===== src/rtl/multi_adder_pkg.sv =====
// multi_adder_pkg
// Shared definitions for the multi_adder functional unit: mode encodings,
// FSM state encoding and the internal sum width helper.
package multi_adder_pkg;

    localparam logic [1:0] MODE_WRAP = 2'b00;
    localparam logic [1:0] MODE_ACC  = 2'b01;
    localparam logic [1:0] MODE_SAT  = 2'b10;

    typedef enum logic [1:0] {
        IDLE  = 2'd0,
        DELAY = 2'd1,
        RUN   = 2'd2
    } state_t;

    // Width that holds the signed sum of n_in sign-extended, optionally
    // negated data_w-bit words without overflow.
    function automatic int sum_w(input int data_w, input int n_in);
        return data_w + $clog2(n_in) + 1;
    endfunction

endpackage


===== src/rtl/multi_adder_if.sv =====
// multi_adder_if
// Control, configuration and data bundle of the multi_adder unit.
//   run        one-cycle start pulse
//   done       high when idle/finished
//   in_flat    N_IN input words, channel k at [k*DATA_W +: DATA_W]
//   sign_mask  bit k=1 subtracts channel k
//   mode       00 wrap, 01 accumulate per period, 10 saturate, 11 as 00
//   iter, per  number of periods / samples per period
//   delay0     cycles from run to first sample
//   out0       registered result, out_valid its qualifier
// master: the side that starts runs and feeds data; slave: the adder.
interface multi_adder_if #(
    parameter int DATA_W  = 32,
    parameter int N_IN    = 4,
    parameter int CNT_W   = 10,
    parameter int DELAY_W = 10
);
    logic                     run;
    logic                     done;
    logic [N_IN*DATA_W-1:0]   in_flat;
    logic [N_IN-1:0]          sign_mask;
    logic [1:0]               mode;
    logic [CNT_W-1:0]         iter;
    logic [CNT_W-1:0]         per;
    logic [DELAY_W-1:0]       delay0;
    logic [DATA_W-1:0]        out0;
    logic                     out_valid;

    modport master (
        output run, in_flat, sign_mask, mode, iter, per, delay0,
        input  done, out0, out_valid
    );

    modport slave (
        input  run, in_flat, sign_mask, mode, iter, per, delay0,
        output done, out0, out_valid
    );
endinterface


===== src/rtl/multi_adder_sum.sv =====
// multi_adder_sum
// Combinational signed reduction of N_IN channels.
//   in_flat    N_IN words of DATA_W bits
//   sign_mask  bit k=1 subtracts channel k, 0 adds it
//   sum_wrap   full sum truncated to DATA_W (two's complement wrap)
//   sum_sat    full sum clamped to the signed DATA_W range
module multi_adder_sum #(
    parameter int DATA_W = 32,
    parameter int N_IN   = 4
) (
    input  logic [N_IN*DATA_W-1:0] in_flat,
    input  logic [N_IN-1:0]        sign_mask,
    output logic [DATA_W-1:0]      sum_wrap,
    output logic [DATA_W-1:0]      sum_sat
);
    import multi_adder_pkg::*;

    localparam int SUM_W = sum_w(DATA_W, N_IN);

    localparam logic signed [SUM_W-1:0] SAT_MAX =
        signed'({{(SUM_W-DATA_W+1){1'b0}}, {(DATA_W-1){1'b1}}});
    localparam logic signed [SUM_W-1:0] SAT_MIN =
        signed'({{(SUM_W-DATA_W+1){1'b1}}, {(DATA_W-1){1'b0}}});

    function automatic logic [DATA_W-1:0] saturate(input logic signed [SUM_W-1:0] v);
        if (v > SAT_MAX)
            return SAT_MAX[DATA_W-1:0];
        else if (v < SAT_MIN)
            return SAT_MIN[DATA_W-1:0];
        else
            return v[DATA_W-1:0];
    endfunction

    logic signed [SUM_W-1:0] sum;
    logic signed [SUM_W-1:0] term;
    logic        [DATA_W-1:0] word;

    always_comb begin
        sum  = '0;
        term = '0;
        word = '0;
        for (int k = 0; k < N_IN; k++) begin
            word = in_flat[k*DATA_W +: DATA_W];
            term = signed'({{(SUM_W-DATA_W){word[DATA_W-1]}}, word});
            sum  = sign_mask[k] ? (sum - term) : (sum + term);
        end
    end

    assign sum_wrap = sum[DATA_W-1:0];
    assign sum_sat  = saturate(sum);

endmodule


===== src/rtl/multi_adder.sv =====
// multi_adder
// N_IN-input add/subtract functional unit with run/done control, a start
// delay and wrap / per-period accumulate / saturate modes.
//   clk   clock
//   rst   asynchronous reset, active-low
//   bus   multi_adder_if slave (run/done, data, configuration, out0/out_valid)
// A sample of in_flat taken in cycle t shows on out0 in cycle t+1.
module multi_adder #(
    parameter int DATA_W  = 32,
    parameter int N_IN    = 4,
    parameter int CNT_W   = 10,
    parameter int DELAY_W = 10
) (
    input  logic          clk,
    input  logic          rst,
    multi_adder_if.slave  bus
);
    import multi_adder_pkg::*;

    state_t               state;
    logic [CNT_W-1:0]     iter_r, per_r, per_cnt, iter_cnt;
    logic [DELAY_W-1:0]   dly_cnt;
    logic [1:0]           mode_r;
    logic [N_IN-1:0]      mask_r;
    logic [DATA_W-1:0]    acc, out0_r;
    logic                 out_valid_r, done_r;

    logic                 start, sample, first_per, last_per, last_all;
    logic [1:0]           mode_e;
    logic [N_IN-1:0]      mask_e;
    logic [CNT_W-1:0]     iter_e, per_e;
    logic [DATA_W-1:0]    sum_wrap, sum_sat, acc_next;

    assign start = (state == IDLE) && bus.run && (bus.iter != '0) && (bus.per != '0);

    // With no delay the run cycle itself is the first sample, before the
    // configuration registers are loaded, so the live inputs are used then.
    always_comb begin
        mode_e    = (state == IDLE) ? bus.mode      : mode_r;
        mask_e    = (state == IDLE) ? bus.sign_mask : mask_r;
        iter_e    = (state == IDLE) ? bus.iter      : iter_r;
        per_e     = (state == IDLE) ? bus.per       : per_r;
        sample    = (start && (bus.delay0 == '0)) ||
                    ((state == DELAY) && (dly_cnt == '0)) ||
                    (state == RUN);
        first_per = (per_cnt == '0);
        last_per  = (per_cnt == per_e - CNT_W'(1));
        last_all  = last_per && (iter_cnt == iter_e - CNT_W'(1));
        acc_next  = (first_per ? '0 : acc) + sum_wrap;
    end

    multi_adder_sum #(
        .DATA_W (DATA_W),
        .N_IN   (N_IN)
    ) u_sum (
        .in_flat   (bus.in_flat),
        .sign_mask (mask_e),
        .sum_wrap  (sum_wrap),
        .sum_sat   (sum_sat)
    );

    always_ff @(posedge clk or negedge rst) begin
        if (!rst) begin
            state       <= IDLE;
            done_r      <= 1'b1;
            out0_r      <= '0;
            out_valid_r <= 1'b0;
            acc         <= '0;
            per_cnt     <= '0;
            iter_cnt    <= '0;
            dly_cnt     <= '0;
            iter_r      <= '0;
            per_r       <= '0;
            mode_r      <= MODE_WRAP;
            mask_r      <= '0;
        end else begin
            out_valid_r <= 1'b0;

            if (start) begin
                iter_r <= bus.iter;
                per_r  <= bus.per;
                mode_r <= bus.mode;
                mask_r <= bus.sign_mask;
                if (bus.delay0 != '0) begin
                    // The last DELAY cycle (dly_cnt==0) is also the first sample.
                    state   <= DELAY;
                    dly_cnt <= bus.delay0 - DELAY_W'(1);
                    done_r  <= 1'b0;
                end
            end

            if ((state == DELAY) && (dly_cnt != '0))
                dly_cnt <= dly_cnt - DELAY_W'(1);

            if (sample) begin
                acc         <= acc_next;
                out_valid_r <= (mode_e == MODE_ACC) ? last_per : 1'b1;
                case (mode_e)
                    MODE_ACC: out0_r <= acc_next;
                    MODE_SAT: out0_r <= sum_sat;
                    default:  out0_r <= sum_wrap;
                endcase
                if (last_all) begin
                    state    <= IDLE;
                    done_r   <= 1'b1;
                    per_cnt  <= '0;
                    iter_cnt <= '0;
                end else begin
                    state   <= RUN;
                    done_r  <= 1'b0;
                    per_cnt <= last_per ? '0 : per_cnt + CNT_W'(1);
                    if (last_per)
                        iter_cnt <= iter_cnt + CNT_W'(1);
                end
            end
        end
    end

    assign bus.out0      = out0_r;
    assign bus.out_valid = out_valid_r;
    assign bus.done      = done_r;

endmodule


===== src/flat_wrapper.sv =====
// flat-port wrapper written by rule: the top's interface ports become plain ports
module multi_adder_flat import multi_adder_pkg::*;
#(
    parameter int DATA_W  = 32,
    parameter int N_IN    = 4,
    parameter int CNT_W   = 10,
    parameter int DELAY_W = 10
)
  (clk, rst, bus_run, bus_in_flat, bus_sign_mask, bus_mode, bus_iter, bus_per, bus_delay0, bus_done, bus_out0, bus_out_valid);
  multi_adder_if #(.DATA_W(DATA_W), .N_IN(N_IN), .CNT_W(CNT_W), .DELAY_W(DELAY_W)) bus_i ();
  input  logic clk;
  input  logic rst;
  input wire logic [$bits(bus_i.run)-1:0] bus_run;
  input wire logic [$bits(bus_i.in_flat)-1:0] bus_in_flat;
  input wire logic [$bits(bus_i.sign_mask)-1:0] bus_sign_mask;
  input wire logic [$bits(bus_i.mode)-1:0] bus_mode;
  input wire logic [$bits(bus_i.iter)-1:0] bus_iter;
  input wire logic [$bits(bus_i.per)-1:0] bus_per;
  input wire logic [$bits(bus_i.delay0)-1:0] bus_delay0;
  output wire logic [$bits(bus_i.done)-1:0] bus_done;
  output wire logic [$bits(bus_i.out0)-1:0] bus_out0;
  output wire logic [$bits(bus_i.out_valid)-1:0] bus_out_valid;
  assign bus_i.run = bus_run;
  assign bus_i.in_flat = bus_in_flat;
  assign bus_i.sign_mask = bus_sign_mask;
  assign bus_i.mode = bus_mode;
  assign bus_i.iter = bus_iter;
  assign bus_i.per = bus_per;
  assign bus_i.delay0 = bus_delay0;
  assign bus_done = bus_i.done;
  assign bus_out0 = bus_i.out0;
  assign bus_out_valid = bus_i.out_valid;
  multi_adder #(.DATA_W(DATA_W), .N_IN(N_IN), .CNT_W(CNT_W), .DELAY_W(DELAY_W)) u_core (.clk(clk), .rst(rst), .bus(bus_i));
endmodule

===== config.mk =====
export PLATFORM = sky130hd
export DESIGN_NAME = multi_adder_flat
export DESIGN_NICKNAME = d
export VERILOG_FILES = /design/src/rtl/multi_adder_pkg.sv /design/src/rtl/multi_adder_if.sv /design/src/rtl/multi_adder_sum.sv /design/src/rtl/multi_adder.sv /design/src/flat_wrapper.sv
export SDC_FILE = /design/constraint.sdc
export NUM_CORES = 1
export LEC_CHECK = 0
export BUFFER_PORTS_ARGS = -buffer_cell sky130_fd_sc_hd__buf_4
export CORE_UTILIZATION = 30
export CTS_CLUSTER_DIAMETER = 40
export DETAILED_ROUTE_END_ITERATION = 8
export HOLD_SLACK_MARGIN = 0.1
export PLACE_DENSITY = 0.51
export SETUP_SLACK_MARGIN = 0.3
export SYNTH_ARGS = -nofsm -noshare
export SYNTH_HDL_FRONTEND = slang
export SYNTH_SLANG_ARGS = --single-unit

===== constraint.sdc =====
create_clock -name clk -period 11.57 [get_ports clk]
set_input_delay 3.471 -clock clk [delete_from_list [all_inputs] [get_ports clk]]
set_output_delay 3.471 -clock clk [all_outputs]
set_load 0.005 [all_outputs]

==> impl_metrics.py <==
metrics = {
    "run_status": {
        "status": "finished clean",
    },
    "cts": {
        "clkLatencyLatePin_ns": 0.47,
        "clockBufferDepth": 2,
        "cts-root-buf": "clkbuf_16",
        "h-tree-depth": 4,
        "cts_made_buffers": 17,
        "cts_sinks": 124,
        "clk_pin_slew_worst_paths_ns": 0.06,
        "cts_tree": "yes",
    },
    "grt": {
        "overflow": 0,
        "grt_pass1_wl_um": 89500,
        "grt_use_total_pct": 19.9,
        "grt_use_met2_pct": 33.2,
        "grt_max_degree": 80,
        "grt_use_met3_pct": 2.66,
        "grt.busiest_layer": "met2",
        "antenna_found_initial": 3,
        "use_met1_pct": 26.7,
        "grt_pass1_vias": 17200,
    },
    "timing": {
        "relSlewSlack_pct": 30.9,
        "hold_viol": 0,
        "max_freq_mhz": 90.8,
        "worstMarginPinSlew_ns": 1.03,
        "finalSetupViolCount": 0,
        "finalCriticalPeriod_ns": 11.02,
        "slew_violations": 0,
        "final.period_utilization_pct": 95.2,
        "skew_ns": 0.0160,
        "rsz0062_at_grt": "yes",
    },
    "synth": {
        "synth.largest_area_cell": "dfrtp_1",
        "synth.avg_cell_area_um2": 7.69,
        "yosysSeqAreaShare_pct": 18.8,
        "synthTopCellsByArea": "dfrtp_1, ha_1, xnor2_1",
        "synth_nets": 2466,
        "yosysTopAreaCellShare_pct": 18.6,
        "ys_warn_count": 0,
        "synth_common_cells": "nand2_1, a21oi_1, nor2_1, xnor2_1, ha_1",
        "async_flop_share_pct": 100,
        "synth_edf_count": 0,
        "synthCells": 2149,
        "synth-seq-cells": 124,
        "synth_most_common_cell": "nand2_1",
        "synth_ff_type": "dfrtp_1",
        "syn-cell-area_mm2": 0.0165,
        "synth_cell_types": 81,
    },
    "floorplanning": {
        "die_w_um": 237,
        "pin_count": 201,
        "initial_utilization_pct": 30.5,
        "placementRows": 85,
        "core_area_mm2": 0.0541,
        "dieArea_mm2": 0.0560,
        "die_h_um": 237,
    },
    "cells_and_area": {
        "drive_gt1_share_pct": 25.4,
        "nNetsFinal": 2871,
        "fin_util_pct": 40.5,
        "syn_to_final_growth_pct": 32.5,
    },
    "critical_path": {
        "slowest_delay_ns": 0.56,
        "crit_path_max_fanout": 4,
        "crit_type": "in2reg",
        "critPathCaptureType": "flip-flop",
        "crit_arrival_ns": 11.40,
        "path_common_cell": "nand2_1",
        "worstSetupStartpointType": "input pin",
        "slowest_stage": "or4_4",
        "worst-endpoint-required_ns": 11.95,
    },
    "placement": {
        "globalplace.congestion": 0.916,
        "dp_hpwl_um": 44400,
        "io_buffers": 200,
    },
    "power": {
        "power_mw": 6.34,
        "pwr-share-clk_pct": 9.5,
        "swShare_pct": 47.1,
        "intPower_mw": 3.36,
        "p_leak_nw": 9.83,
        "power_density_mw_per_mm2": 290,
        "p_switching_mw": 2.99,
        "p_comb_share_pct": 79.8,
        "seqPwrFrac_pct": 10.7,
        "ir_drop_uv": 207,
    },
    "routing": {
        "drtPass1Iterations": 5,
        "viasPerCell": 5.38,
        "drc_errors": 0,
        "ant_nets": 0,
        "post_drt_wl_per_cell_um": 17.1,
        "via_count": 17600,
        "initialDrtViolationCount": 1025,
        "wirelength_um": 56000,
    },
    "flow_run": {
        "maxCapViolCount": 0,
    },
    "hold_path": {
        "hold_path_class": "reg2reg",
    },
}
==> through the flow <==
step                setup slack, ns  setup TNS (ns)  std cells  hold slack (ns)  instance area, um2
floorplan                     0.301               0       2149            0.430               16600
global placement             -0.297           -1.72       3200            0.441               20400
detailed placement           -0.455           -4.74       3200            0.448               20400
CTS                           0.308               0       3233            0.461               21100
global route                 0.0933               0       3266            0.479               21900
finish                        0.554               0       3266            0.459               21900
==> cells by family after synthesis <==
logic type	after synthesis	share of synthesized area, %
AOI/OAI and AO/OA	640	24.7
muxes	68	4.37
buffers and inverters	126	2.98
adders and majority gates	150	11.5
and+or+nand+nor	763	22.6
DFF	124	18.8
xor gates and xnor gates	278	15.0
==> layout make-up <==
| class | instances | area (um2) |
|---|---|---|
| Timing Repair Buffer | 448 | 3390 |
| Sequential cell | 124 | 3100 |
| Fill cell | 5536 | 32200 |
| Clock buffer | 22 | 484 |
| Inverter | 64 | 240 |
| Multi-Input combinational cell | 1899 | 13600 |
| Tap cell | 696 | 871 |
| Clock inverter | 10 | 161 |
| Antenna cell | 3 | 7.51 |
==> final timing paths <==
| kind | slack (ns) | startpoint | end | cells after the start |
|---|---|---|---|---|
| worst max-delay path | 0.55 | bus_in_flat[5] | u_core.bus.out0[29] | 39 |
| worst min-delay path | 0.46 | u_core.acc[28] | u_core.acc[28] | 2 |
| worst min register to register | 0.46 | u_core.acc[28] | u_core.acc[28] | 2 |
| min in group asynchronous | 2.97 | rst | u_core.iter_r[1] | 1 |
| worst max register to register | 2.90 | u_core.state[1] | u_core.bus.out0[29] | 44 |
| max in group asynchronous | 7.19 | rst | u_core.acc[0] | 2 |
==> metal layers <==
metal	part of all wire, %	vias up
li1	-	8655
met1	47	8427
met2	47	425
met3	4.0	59
met4	2.0	0
met5	0	-
==> power by group through the flow <==
stage / clock network (mW) / logic [mW] / registers, mW
6_report: 0.603 / 5.06 / 0.680
5_1_grt: 0.635 / 5.60 / 0.695
4_1_cts: 0.620 / 4.59 / 0.680
3_5_place_dp: 0 / 4.54 / 0.685
3_3_place_gp: 0 / 4.49 / 0.683
2_1_floorplan: 0 / 3.04 / 0.665
==> critical path, delay by kind of cell <==
kind                       cells  cell delay [ns]
AOI/OAI and AO/OA             14             3.12
buffers and inverters          3             0.43
and+or+nand+nor               13             2.33
adders and majority gates      4             1.21
xor gates and xnor gates       5             0.80
==> state kept, by name, summed over array words and instances (netlist names) <==
signal,count
u_core.acc,32
u_core.bus.done,1
u_core.bus.out0,32
u_core.bus.out_valid,1
u_core.dly_cnt,10
u_core.iter_cnt,10
u_core.iter_r,10
u_core.mask_r,4
u_core.mode_r,2
u_core.per_cnt,10
u_core.per_r,10
u_core.state,2
==> repair_timing <==
item                       4_1_cts  5_1_grt
setup endpoints to repair       10       40
gates resized for setup          8      135
buffers inserted                 1       29
hold buffers                     0        0
gates cloned                     0        1
pin swaps                        0       91
==> cell usage in the layout, fill, tap and decap left out, types with 39 or more instances in the layout <==
master | synthesis | layout
dfrtp_1 | 123 | 123
nand2_1 | 230 | 229
ha_1 | 146 | 140
a21oi_1 | 194 | 172
xnor2_1 | 160 | 151
o21ai_0 | 128 | 108
nor3_1 | 58 | 55
a21o_1 | 55 | 55
inv_1 | 64 | 63
nand3_1 | 43 | 39
xor2_1 | 115 | 112
nor2_1 | 182 | 172
buf_4 | 1 | 442
No activity file was read; power rests on OpenSTA's default activity.
